`src/rtl/commit_monitor.sv`:
```
// commit_monitor: captures retired instructions from the core's commit port
// into a DEPTH-entry FIFO, tags each with a retire sequence number and drains
// them over a valid/ready handshake to a debug or trace consumer.
//
// Build option: define COMMIT_MON_CHECK_EN to include the PC-continuity
// checker. Without it, mismatch and mismatch_pc are tied to zero and the
// port list is unchanged.
module commit_monitor #(
  parameter int DEPTH = 8,
  parameter int SEQ_W = 32
) (
  input  logic             clk,
  input  logic             rst,
  input  logic             commit,
  input  logic [31:0]      commit_instr,
  input  logic [63:0]      commit_pre_pc,
  input  logic [63:0]      commit_pc,
  output logic             out_valid,
  input  logic             out_ready,
  output logic [31:0]      out_instr,
  output logic [63:0]      out_pre_pc,
  output logic [63:0]      out_pc,
  output logic [SEQ_W-1:0] out_seq,
  output logic             overflow,
  output logic [SEQ_W-1:0] commit_count,
  output logic             mismatch,
  output logic [63:0]      mismatch_pc
);

  localparam int AW = $clog2(DEPTH);
  localparam logic [AW-1:0] PTR_ONE  = AW'(1);
  localparam logic [AW:0]   CNT_ONE  = (AW + 1)'(1);
  localparam logic [AW:0]   FULL_CNT = (AW + 1)'(DEPTH);

  typedef struct packed {
    logic [31:0]      instr;
    logic [63:0]      pre_pc;
    logic [63:0]      pc;
    logic [SEQ_W-1:0] seq;
  } entry_t;

  entry_t           r_mem [DEPTH];
  logic [AW-1:0]    r_wr_ptr;
  logic [AW-1:0]    r_rd_ptr;
  logic [AW:0]      r_count;
  logic [SEQ_W-1:0] r_commit_count;
  logic             r_overflow;

  logic   w_full;
  logic   w_pop;
  logic   w_push;
  entry_t w_head;

  // A full FIFO still accepts a push when the head leaves in the same cycle.
  assign w_full  = (r_count == FULL_CNT);
  assign w_pop   = out_valid && out_ready;
  assign w_push  = commit && (!w_full || w_pop);
  assign w_head  = r_mem[r_rd_ptr];

  assign out_valid    = (r_count != '0);
  assign out_instr    = w_head.instr;
  assign out_pre_pc   = w_head.pre_pc;
  assign out_pc       = w_head.pc;
  assign out_seq      = w_head.seq;
  assign overflow     = r_overflow;
  assign commit_count = r_commit_count;

  // Entry storage: written at the write pointer on every accepted push.
  // NOTE: storage is deliberately not reset; out_valid guards stale contents,
  // and leaving it out of reset keeps it mappable to plain RAM.
  always_ff @(posedge clk) begin
    if (!rst && w_push) begin
      r_mem[r_wr_ptr] <= '{instr:  commit_instr,
                           pre_pc: commit_pre_pc,
                           pc:     commit_pc,
                           seq:    r_commit_count};
    end
  end

  // Pointers, occupancy, retire counter and sticky overflow flag.
  // NOTE: every register here uses <= so all updates see pre-edge values.
  always_ff @(posedge clk) begin
    if (rst) begin
      r_wr_ptr       <= '0;
      r_rd_ptr       <= '0;
      r_count        <= '0;
      r_commit_count <= '0;
      r_overflow     <= 1'b0;
    end else begin
      if (w_push) r_wr_ptr <= r_wr_ptr + PTR_ONE;
      if (w_pop)  r_rd_ptr <= r_rd_ptr + PTR_ONE;
      if (w_push && !w_pop)      r_count <= r_count + CNT_ONE;
      else if (!w_push && w_pop) r_count <= r_count - CNT_ONE;
      // Dropped commits are still counted so the consumer sees a seq gap.
      if (commit) r_commit_count <= r_commit_count + SEQ_W'(1);
      if (commit && !w_push) r_overflow <= 1'b1;
    end
  end

`ifdef COMMIT_MON_CHECK_EN
  logic [63:0] r_last_pc;
  logic        r_have_last;
  logic        r_mismatch;
  logic [63:0] r_mismatch_pc;

  // Continuity checker: each commit's PC must equal the previous next-PC;
  // it watches every commit, including those the FIFO drops.
  always_ff @(posedge clk) begin
    if (rst) begin
      r_last_pc     <= '0;
      r_have_last   <= 1'b0;
      r_mismatch    <= 1'b0;
      r_mismatch_pc <= '0;
    end else if (commit) begin
      if (r_have_last && (commit_pre_pc != r_last_pc) && !r_mismatch) begin
        r_mismatch    <= 1'b1;
        r_mismatch_pc <= commit_pre_pc;
      end
      r_last_pc   <= commit_pc;
      r_have_last <= 1'b1;
    end
  end

  assign mismatch    = r_mismatch;
  assign mismatch_pc = r_mismatch_pc;
`else
  assign mismatch    = 1'b0;
  assign mismatch_pc = '0;
`endif

endmodule
```
`config.mk`:
```
export PLATFORM = sky130hd
export DESIGN_NAME = commit_monitor
export DESIGN_NICKNAME = d
export VERILOG_FILES = /design/src/rtl/commit_monitor.sv
export SDC_FILE = /design/constraint.sdc
export NUM_CORES = 1
export LEC_CHECK = 0
export CAP_MARGIN = 20
export CORE_ASPECT_RATIO = 0.8
export CORE_UTILIZATION = 30
export CTS_CLUSTER_SIZE = 14
export DETAILED_ROUTE_END_ITERATION = 8
export HOLD_SLACK_MARGIN = 0.05
export MAX_ROUTING_LAYER = met4
export SYNTH_ARGS = -nofsm -noshare
export SYNTH_HDL_FRONTEND = slang
export SYNTH_SLANG_ARGS = --single-unit
export TNS_END_PERCENT = 1
```
`constraint.sdc`:
```
create_clock -name clk -period 32.9 [get_ports clk]
set_clock_uncertainty 0.05 [all_clocks]
set_input_delay 4.935 -clock clk [delete_from_list [all_inputs] [get_ports clk]]
set_output_delay 4.935 -clock clk [all_outputs]
set_load 0.005 [all_outputs]
```
### Yosys cells after proc, flatten, opt, wreduce, memory -nomap -nowiden

Memory sizes are Yosys's and may differ from the RTL's. A register that Yosys moved wholly into a read port is not among the register bits.
Index checks and enable logic that the tools add are counted.

| cells by class | value |
|---|---|
| add/sub/neg operators | 5 |
| eq/ne operators | 1 |
| muxes and demuxes | 6 |
| reduce and logical (&&, ||, !) cells | 13 |

Operators by type and width:

| kind | count |
|---|---|
| adder 32 x 1 -> 32 bit (second input constant) | 1 |
| two-way mux 4 bit | 2 |
| adder 3 x 1 -> 3 bit (second input constant) | 2 |
| logical AND 1 bit | 6 |
| two-way mux 3 bit | 2 |
| adder 4 x 1 -> 4 bit (second input constant) | 1 |
| equality test 4 bit (second input constant) | 1 |
| zero test 1 bit | 4 |
| nonzero test 4 bit | 1 |
| subtractor 4 x 1 -> 4 bit (second input constant) | 1 |
| two-way mux 1 bit | 2 |
| nonzero test 2 bit | 1 |
| logical OR 1 bit | 1 |

| storage, ports and cells | value |
|---|---|
| bits in registers | 43 |
| RAM bits | 1536 |
| input port bits | 164 |
| output and inout port bits | 291 |
| word-level logic and storage cells | 31 |
| memories kept | 1 |

Memory list:

| memory | depth | width | read ports | clocked after Yosys merged registers in | write ports | RTL line | text |
|---|---|---|---|---|---|---|---|
| r_mem | 8 | 192 | 1 | 1 | 1 | 42 | `entry_t r_mem [DEPTH];` |

### Logic depth before layout (Yosys ltp)

Gate-level depths: netlist of run 1.

| depth | value |
|---|---|
| depth in word-level cells | 8 |
| mapped depth | 10 |
| gate-level depth less buffers | 10 |

### Worst setup path before layout of run 1

OpenSTA, ideal clock, no wires.

| path | value |
|---|---|
| path type | input port to flip-flop |
| start | in commit |
| end | mem r_mem[4][0] (netlist name), enable pin |
| setup time | 1.214 ns |
| data arrival time | 23.595 ns |
| data required time | 31.636 ns |
| path slack | 8.042 ns |
| stages on the path | 5 |
| buffers on the path | 1 |
| path through | buf_2 > o21ai_0 > inv_1 > nand2_1 > nor4_1 |

| on the way | value |
|---|---|
| word-level cells in the longest chain between the ends | 4 |

Ends and longest elaborated chain:

| item | RTL line | text |
|---|---|---|
| start: declaration | 14 | `input logic commit,` |
| logical AND 1 bit | 57 | `assign w_push = commit && (!w_full \|\| w_pop);` |
| logical AND 1 bit | 72 | `if (!rst && w_push) begin` |
| two-way mux 1 bit | 72 |  |
| two-way mux 1 bit (implied by the code) | 73 | `r_mem[r_wr_ptr] <= '{instr: commit_instr,` |
| end: declaration | 42 |  |

Every way passes these cells.

==> metrics list, run 1 <==
- In this run, synthesis inferred 1536 flip-flops with an integrated enable.
- Min cycle time layout: 10760 ps
- After detailed routing, the number of remaining DRC violations is 0.
- I/O Buffers: 389
- The worst pin sits at a relative slew slack of 18.3%.
- Measured along the x axis, the die boundary spans 502 um.
- Summing the areas of all and, or, nand and nor instances in the mapped netlist gives 1.09% of the synthesized area.
- Share of the yosys chip area belonging to registers: 78.3%
* Post-synthesis share of cell area spent on xor and xnor gates: 0.262%
- Number of ports placed on the die boundary: 455
- Clock tree from TritonCTS: done
* Path type of the worst min-delay path: reg2reg
* Most used cell along the critical path: sky130_fd_sc_hd__buf_4
- Most instantiated library cell after synthesis: sky130_fd_sc_hd__edfxtp_1
- Top cells by area, synth: sky130_fd_sc_hd__edfxtp_1 77%, sky130_fd_sc_hd__mux4_2 14%, sky130_fd_sc_hd__mux2_2 3.7%, sky130_fd_sc_hd__dfxtp_1 1.5%, sky130_fd_sc_hd__buf_4 0.81%
* Setup TNS: 0 ps
- Clock sink total: 1582
* Dominant register cell in the synthesized netlist: sky130_fd_sc_hd__edfxtp_1
* Root buffer selected by CTS: sky130_fd_sc_hd__clkbuf_16
- VDD IR-drop max: 0.0421 mV
- Remaining global-route overflow: 0
- After floorplanning, the core was sized to cover 198000 sq um.
* Maximum single-stage delay on the critical path: 740 ps
- The worst path uses 32.7% of the clock period.
- Clock transition time at the flip-flop clock pins of the worst setup and hold paths: 60 ps
* Routed length per instance: 22.8 um
- Largest net degree at the start of global routing: 113
* Chip Height: 402 um
- Final Wtd Congestion: 0.700
- Worst hold-check slack: 441 ps
* DR pass1 iterations: 5
- After clock tree synthesis, the flow added hold-fix buffers numbering 0.
* Post-synthesis instance area: 60100 sq um
* Number of synthesized register bits: 1582
- Area growth from synthesis to layout: 20.0%
* Post-synth top cells: 1536 x sky130_fd_sc_hd__edfxtp_1, 384 x sky130_fd_sc_hd__mux4_2, 195 x sky130_fd_sc_hd__mux2_2
- Total global routing track utilization: 13.5%
- Wire length of the first global-routing pass: 195000 um
* Final Hold Vio Count: 0
- Synth Area in Compound Gates: 0.396%
- Setup violations remaining at the end of the flow were counted as 0.
- The critical path is of the reg2out type.
- Cell Rows: 146
- Library cell with the largest summed area after synthesis: sky130_fd_sc_hd__edfxtp_1
- Fraction of layout cells with a size suffix above 1: 27.7%
- Yosys mapped the design onto 39 distinct sky130hd cell types.
* Maximum buffer depth of the clock tree: 3
- For this design the ratio of total power to cell area is 70.1 nW/um^2.
- For this configuration, the core starts out at a cell density of 30.3%.
- Of all nets on the critical path, the largest fanout is 44.
- TritonCTS created 159 clock buffers.
* Number of antenna violations at the first check in global routing: 7
- STA puts the critical path data arrival time at 5770 ps.
* Number of design-rule violations left by the first detailed-router iteration: 2188
* Vias in the first global route: 28.3k
* Result of the run: completed
* Area of the die: 202000 sq um
- The clock reaches the later pin of the worst-skew pair after 790 ps.
* Leakage: 22.0 nW
- Post-cts repair resize count: 0
* Highest clock rate: 0.0930 GHz
* Worst Tran Pin Value: 1230 ps
* Total wire length after detailed routing: 133000 um
- Mux share of post-synthesis cell area: 18.1%
* Fin. max-slew vios: 0
* Critical path, cell by cell: buf_4 -> buf_4 -> buf_4 -> buf_16 -> buf_4 -> mux4_2 -> mux2_2 -> clkdlybuf4s50_1
- Cell with the largest stage delay on the worst path: sky130_fd_sc_hd__dfxtp_4
- Placed wire-length estimate after detailed placement: 72500 um
- The Yosys step of the flow raised 0 warnings.
- Via Count: 27.0k
- Startpoint types: register
- Final nets: 3207
- STA classifies the critical path endpoint as an output pin.
* Required time of the worst setup path: 27910 ps
* Synth Area per Inst: 23.7 sq um
* Post-CTS Setup Inserts: 0
- Summed over its instances, the top area cell type makes up 76.8% of the synthesized netlist area.
- Once detail routing completed, the nets flagged for antenna violations numbered 0.
- Post-synthesis adder-cell area fraction: 0.158%
- In the synthesized netlist, the number of instances is 2540.
* Async set-or-reset flop fraction in the synthesized netlist: 0%
* Largest family of logic cells by synthesized area: multiplexers
- The tool flagged a number of max-cap violations equal to 0.
* Clock H-tree levels: 4
* RSZ-0062 raised after global routing: no
- Average via count per standard cell: 4.62
[through the flow]
step | util (%) | cell area, sq um | worst slack, ps | total power (W) | cells
floorplan | - | 60300 | 8040 | 0.00299 | 2604
global placement | 33.8 | 67100 | 22440 | 0.00340 | 5538
detailed placement | 33.8 | 67100 | 22380 | 0.00340 | 5538
CTS | 36.3 | 72100 | 21480 | 0.00514 | 5825
global route | 36.3 | 72100 | 21480 | 0.00527 | 5833
finish | 36.3 | 72100 | 22140 | 0.00506 | 5834
[worst paths after layout]
check        cells past startpoint  slack [ps]         from             end
max                              8       22140     register  out_pre_pc[14]
max reg2reg                      7       28530   r_count[0]   r_mem[2][120]
min reg2reg                      2         440  r_rd_ptr[1]        register
min                              2         440  r_rd_ptr[1]        register
[registers in the layout, indices dropped and copies added, names as in the netlist, named ones only]
register and count:
r_wr_ptr 3, commit_count 32, r_count 4, r_rd_ptr 3
r_mem 1536, overflow 1
[cell usage in the layout, fill, tap and decap left out, types with 5 or more instances in the layout]
master,count
sky130_fd_sc_hd__clkdlybuf4s50_1,388
sky130_fd_sc_hd__mux2_2,195
sky130_fd_sc_hd__edfxtp_1,1536
sky130_fd_sc_hd__dfxtp_1,43
sky130_fd_sc_hd__or4_1,13
sky130_fd_sc_hd__o31ai_1,11
sky130_fd_sc_hd__bufinv_16,5
sky130_fd_sc_hd__ha_1,6
sky130_fd_sc_hd__clkinv_1,35
sky130_fd_sc_hd__nand3_1,9
sky130_fd_sc_hd__conb_1,65
sky130_fd_sc_hd__mux4_2,384
sky130_fd_sc_hd__clkinv_16,8
sky130_fd_sc_hd__clkbuf_1,38
sky130_fd_sc_hd__inv_6,5
sky130_fd_sc_hd__xnor2_1,6
sky130_fd_sc_hd__buf_4,65
sky130_fd_sc_hd__or3_1,6
sky130_fd_sc_hd__clkinv_2,27
sky130_fd_sc_hd__diode_2,8
sky130_fd_sc_hd__nor2_1,31
sky130_fd_sc_hd__nand2_1,19
sky130_fd_sc_hd__clkbuf_16,159
sky130_fd_sc_hd__xor2_1,12
sky130_fd_sc_hd__nand4_1,11
sky130_fd_sc_hd__a21oi_1,21
sky130_fd_sc_hd__o21ai_0,7
[layer usage]
metal,share of wire (%),global-route usage (%),vias to the layer above,wire length [um]
met5,0,-,-,0
li1,-,-,11600,-
met2,48,21.0,639,64100
met3,5.6,3.18,163,7400
met4,1.6,2.91,0,2150
met1,45,17.9,14500,59300
[kinds of logic after synthesis]
group | count (synthesis)
adders and majority gates | 7
other | 1
muxes | 582
DFF | 1582
xor gates and xnor gates | 18
and+or+nand+nor | 120
AOI/OAI and AO/OA | 41
buffers and inverters | 189
[power by group]
group / internal, W / switching, W / leakage [nW]
Combinational: 0.000613 / 0.000435 / 5.22
Clock: 0.000942 / 0.000777 / 2.40
Sequential: 0.00226 / 0.0000309 / 14.3
[critical path: cells and delay by family (launching register included)]
kind | cells | cell delay [ps]
buffers and inverters | 6 | 3220
flip-flops | 1 | 740
multiplexers | 2 | 870
[cell type report]
class	count	area (sq um)
Sequential cell	1582	47100
Clock buffer	197	4120
Multi-Input combinational cell	833	12300
Clock inverter	90	831
Fill cell	18100	126000
Tap cell	2664	3330
Timing Repair Buffer	456	4420
Antenna cell	8	20.0
Inverter	4	15.0
(Power assumes the default switching activity.)
==> inputs of run 2 (changes only) <==
clock period = 9.45 ns   (was 32.9 ns; I/O delays follow)
==> metrics list, run 2 (same netlist as run 1, synthesis figures left out) <==
* Result of the run: completed
- Vias in the first global route: 28.4k
* Wire length of the first global-routing pass: 190000 um
* Remaining global-route overflow: 0
- Root buffer selected by CTS: sky130_fd_sc_hd__clkbuf_16
- Final nets: 3192
- In this run the worst path has a maximum fanout of 37.
* Number of design-rule violations left by the first detailed-router iteration: 1868
* Final ANT Viol Nets: 0
- For this design, the sink count on the clock tree is 1582.
- Global routing consumed, over all layers together, 13.2% of the routing resources.
- Final worst-path cycle share: 64.1%
* Headroom to the max-slew limit: 23.8%
- From left edge to right edge, the die measures 502 um.
* Average via count per standard cell: 4.63
- Of the cells placed in the final design, the portion with a size suffix greater than 1 is 27.1%.
- Counting flops per register, the top entry is r_mem.
- Cell Rows: 146
- Leakage: 21.9 nW
- The number of clock buffers added by TritonCTS is 162.
- Clock transition time at the flip-flop clock pins of the worst setup and hold paths: 60 ps
- Entering global routing, the biggest net connects 128 pins.
- Initial standard-cell utilization of the core: 30.3%
* Power share of the combinational group: 20.7%
* Number of ports placed on the die boundary: 455
* Clock tree from TritonCTS: done
- The number of setup buffers added after CTS is 0.
* Area growth from synthesis to layout: 20.4%
- Final setup violating endpoints: 0
- Most used cell along the critical path: sky130_fd_sc_hd__buf_4
- The final layout contains routed wiring with a total length of 130000 um.
- The initial antenna violation count came to 8.
- Top delay family on crit path: buffers and inverters
- The first detailed-routing pass took 5 iterations.
- Of the total power, the share spent switching nets is 24.7%.
- The region available for standard cell placement spans 198000 sq um.
- Via Count: 27.0k
- Count of max-cap constraint violations: 0
* Placed wire-length estimate after detailed placement: 68800 um
- Leaving out fill and tap cells, the most frequent cell in the layout is sky130_fd_sc_hd__edfxtp_1.
- The clock tree synthesis step divided the H-tree into 4 levels.
* Fin. max-slew vios: 0
- Required time of the worst setup path: 7980 ps
- The design draws 0.0177 W.
- The count of buffers added on input and output ports is 389.
- Hold timing on the final database bottoms out at a slack of 436 ps.
- Maximum buffer depth of the clock tree: 3
- VDD IR-drop max: 0.232 mV
- Final Hold Vio Count: 0
- At the pin with the least slew margin, the transition time is 1140 ps.
- Counting I/O delays and the setup requirement, the final critical path takes 6060 ps.
- Switching power of the nets: 0.00438 W
- Routed length per instance: 22.4 um
- In this run, post-CTS repair resized a total of 0 instances.
- Sequential share of power: 45.1%
- Area of the die: 202000 sq um
- Maximum single-stage delay on the critical path: 990 ps
* Cell with the largest stage delay on the worst path: sky130_fd_sc_hd__dfxtp_4
- Worst path buffer plus inverter count: 3
* Critical path, cell by cell: buf_4 -> buf_4 -> mux4_2 -> mux2_2 -> clkdlybuf4s50_1
- The tightest min-delay check is of the reg2reg type.
- Setup total negative slack on the finished layout was measured at 0 ps.
* Clk_lat worst skew: 820 ps
* Worst Setup End Kind: output pin
- In this run the power density over the cells is 245 nW/um^2.
- The register with the most flip-flops in the layout has 1536 of them.
* RSZ-0062 raised after global routing: no
* Internal power: 0.0134 W
* Type of the setup path with the least slack: reg2out
- Arrival time worst endpoint: 4590 ps
- Chip Height: 402 um
- For this run, design rule violations remaining after detail routing come to 0.
- In the layout the commonest cells are 1536 x sky130_fd_sc_hd__edfxtp_1, 388 x sky130_fd_sc_hd__clkdlybuf4s50_1, 384 x sky130_fd_sc_hd__mux4_2, 195 x sky130_fd_sc_hd__mux2_2, 162 x sky130_fd_sc_hd__clkbuf_16.
- STA classifies the critical path startpoint as a register.
- Highest clock rate: 0.165 GHz
- Share of power burned in the clock network: 34.2%
- Number of buffers inserted for hold repair after clock tree synthesis: 0
- Final Wtd Congestion: 0.701
==> run 2: cell types whose count changed in the layout (fill, tap and decap cells not counted), moves of 4 or more <==
cell | before | now
sky130_fd_sc_hd__nor4_4 | 0 | 4
sky130_fd_sc_hd__inv_8 | 0 | 4
sky130_fd_sc_hd__clkbuf_1 | 38 | 42
sky130_fd_sc_hd__clkinv_1 | 35 | 39
sky130_fd_sc_hd__clkinv_2 | 27 | 14
sky130_fd_sc_hd__buf_12 | 1 | 20
sky130_fd_sc_hd__buf_4 | 65 | 29
sky130_fd_sc_hd__nor4_2 | 4 | 0
==> run 2: power groups by stage <==
stage	Combinational (W)	Sequential [W]	Clock, W
floorplan	0.00232	0.00808	0
global placement	0.00375	0.00814	0
detailed placement	0.00376	0.00815	0
CTS	0.00378	0.00800	0.00626
global route	0.00395	0.00801	0.00652
finish	0.00368	0.00799	0.00607
==> run 2: path summary, 6_finish.rpt <==
kind | depth (start not counted) | slack (ps) | start | endpoint
max | 5 | 3390 | register | out_pc[32]
min | 2 | 440 | overflow | overflow
max reg2reg | 7 | 5690 | r_count[0] | r_mem[4][94]
min reg2reg | 2 | 440 | overflow | overflow
==> run 2: area by class of cell <==
| type | instances | area [sq um] |
|---|---|---|
| well taps | 2664 | 3330 |
| multi-input cells | 833 | 12400 |
| clock inverters | 86 | 823 |
| repair buffers | 438 | 4510 |
| diodes | 8 | 20.0 |
| flip-flops and latches | 1582 | 47100 |
| fillers | 18100 | 126000 |
| clock buffers | 204 | 4210 |
| inverters | 4 | 15.0 |
==> run 2: stage by stage <==
stage / instances / cell area (sq um) / setup WS [ps] / utilization, %
6_report: 5819 / 72300 / 3390 / 36.5
5_1_grt: 5816 / 72300 / 2960 / 36.5
4_1_cts: 5811 / 72300 / 3140 / 36.4
3_5_place_dp: 5521 / 67300 / 4050 / 33.9
3_3_place_gp: 5521 / 67300 / 4090 / 33.9
2_1_floorplan: 2604 / 60400 / -3830 / -
==> run 2: routing by layer <==
layer / global-route usage (%) / share of wire, % / vias up
met5: - / 0 / -
met4: 3.13 / 1.7 / 0
met3: 3.15 / 5.3 / 175
met2: 19.9 / 47 / 637
met1: 17.9 / 46 / 14500
li1: - / - / 11600
==> run 2: tightest hold or removal path, delay by kind of cell, from the launching register on <==
family          cells  cell delay (ps)
compound gates      1               40
simple gates        1               80
flops               1              330
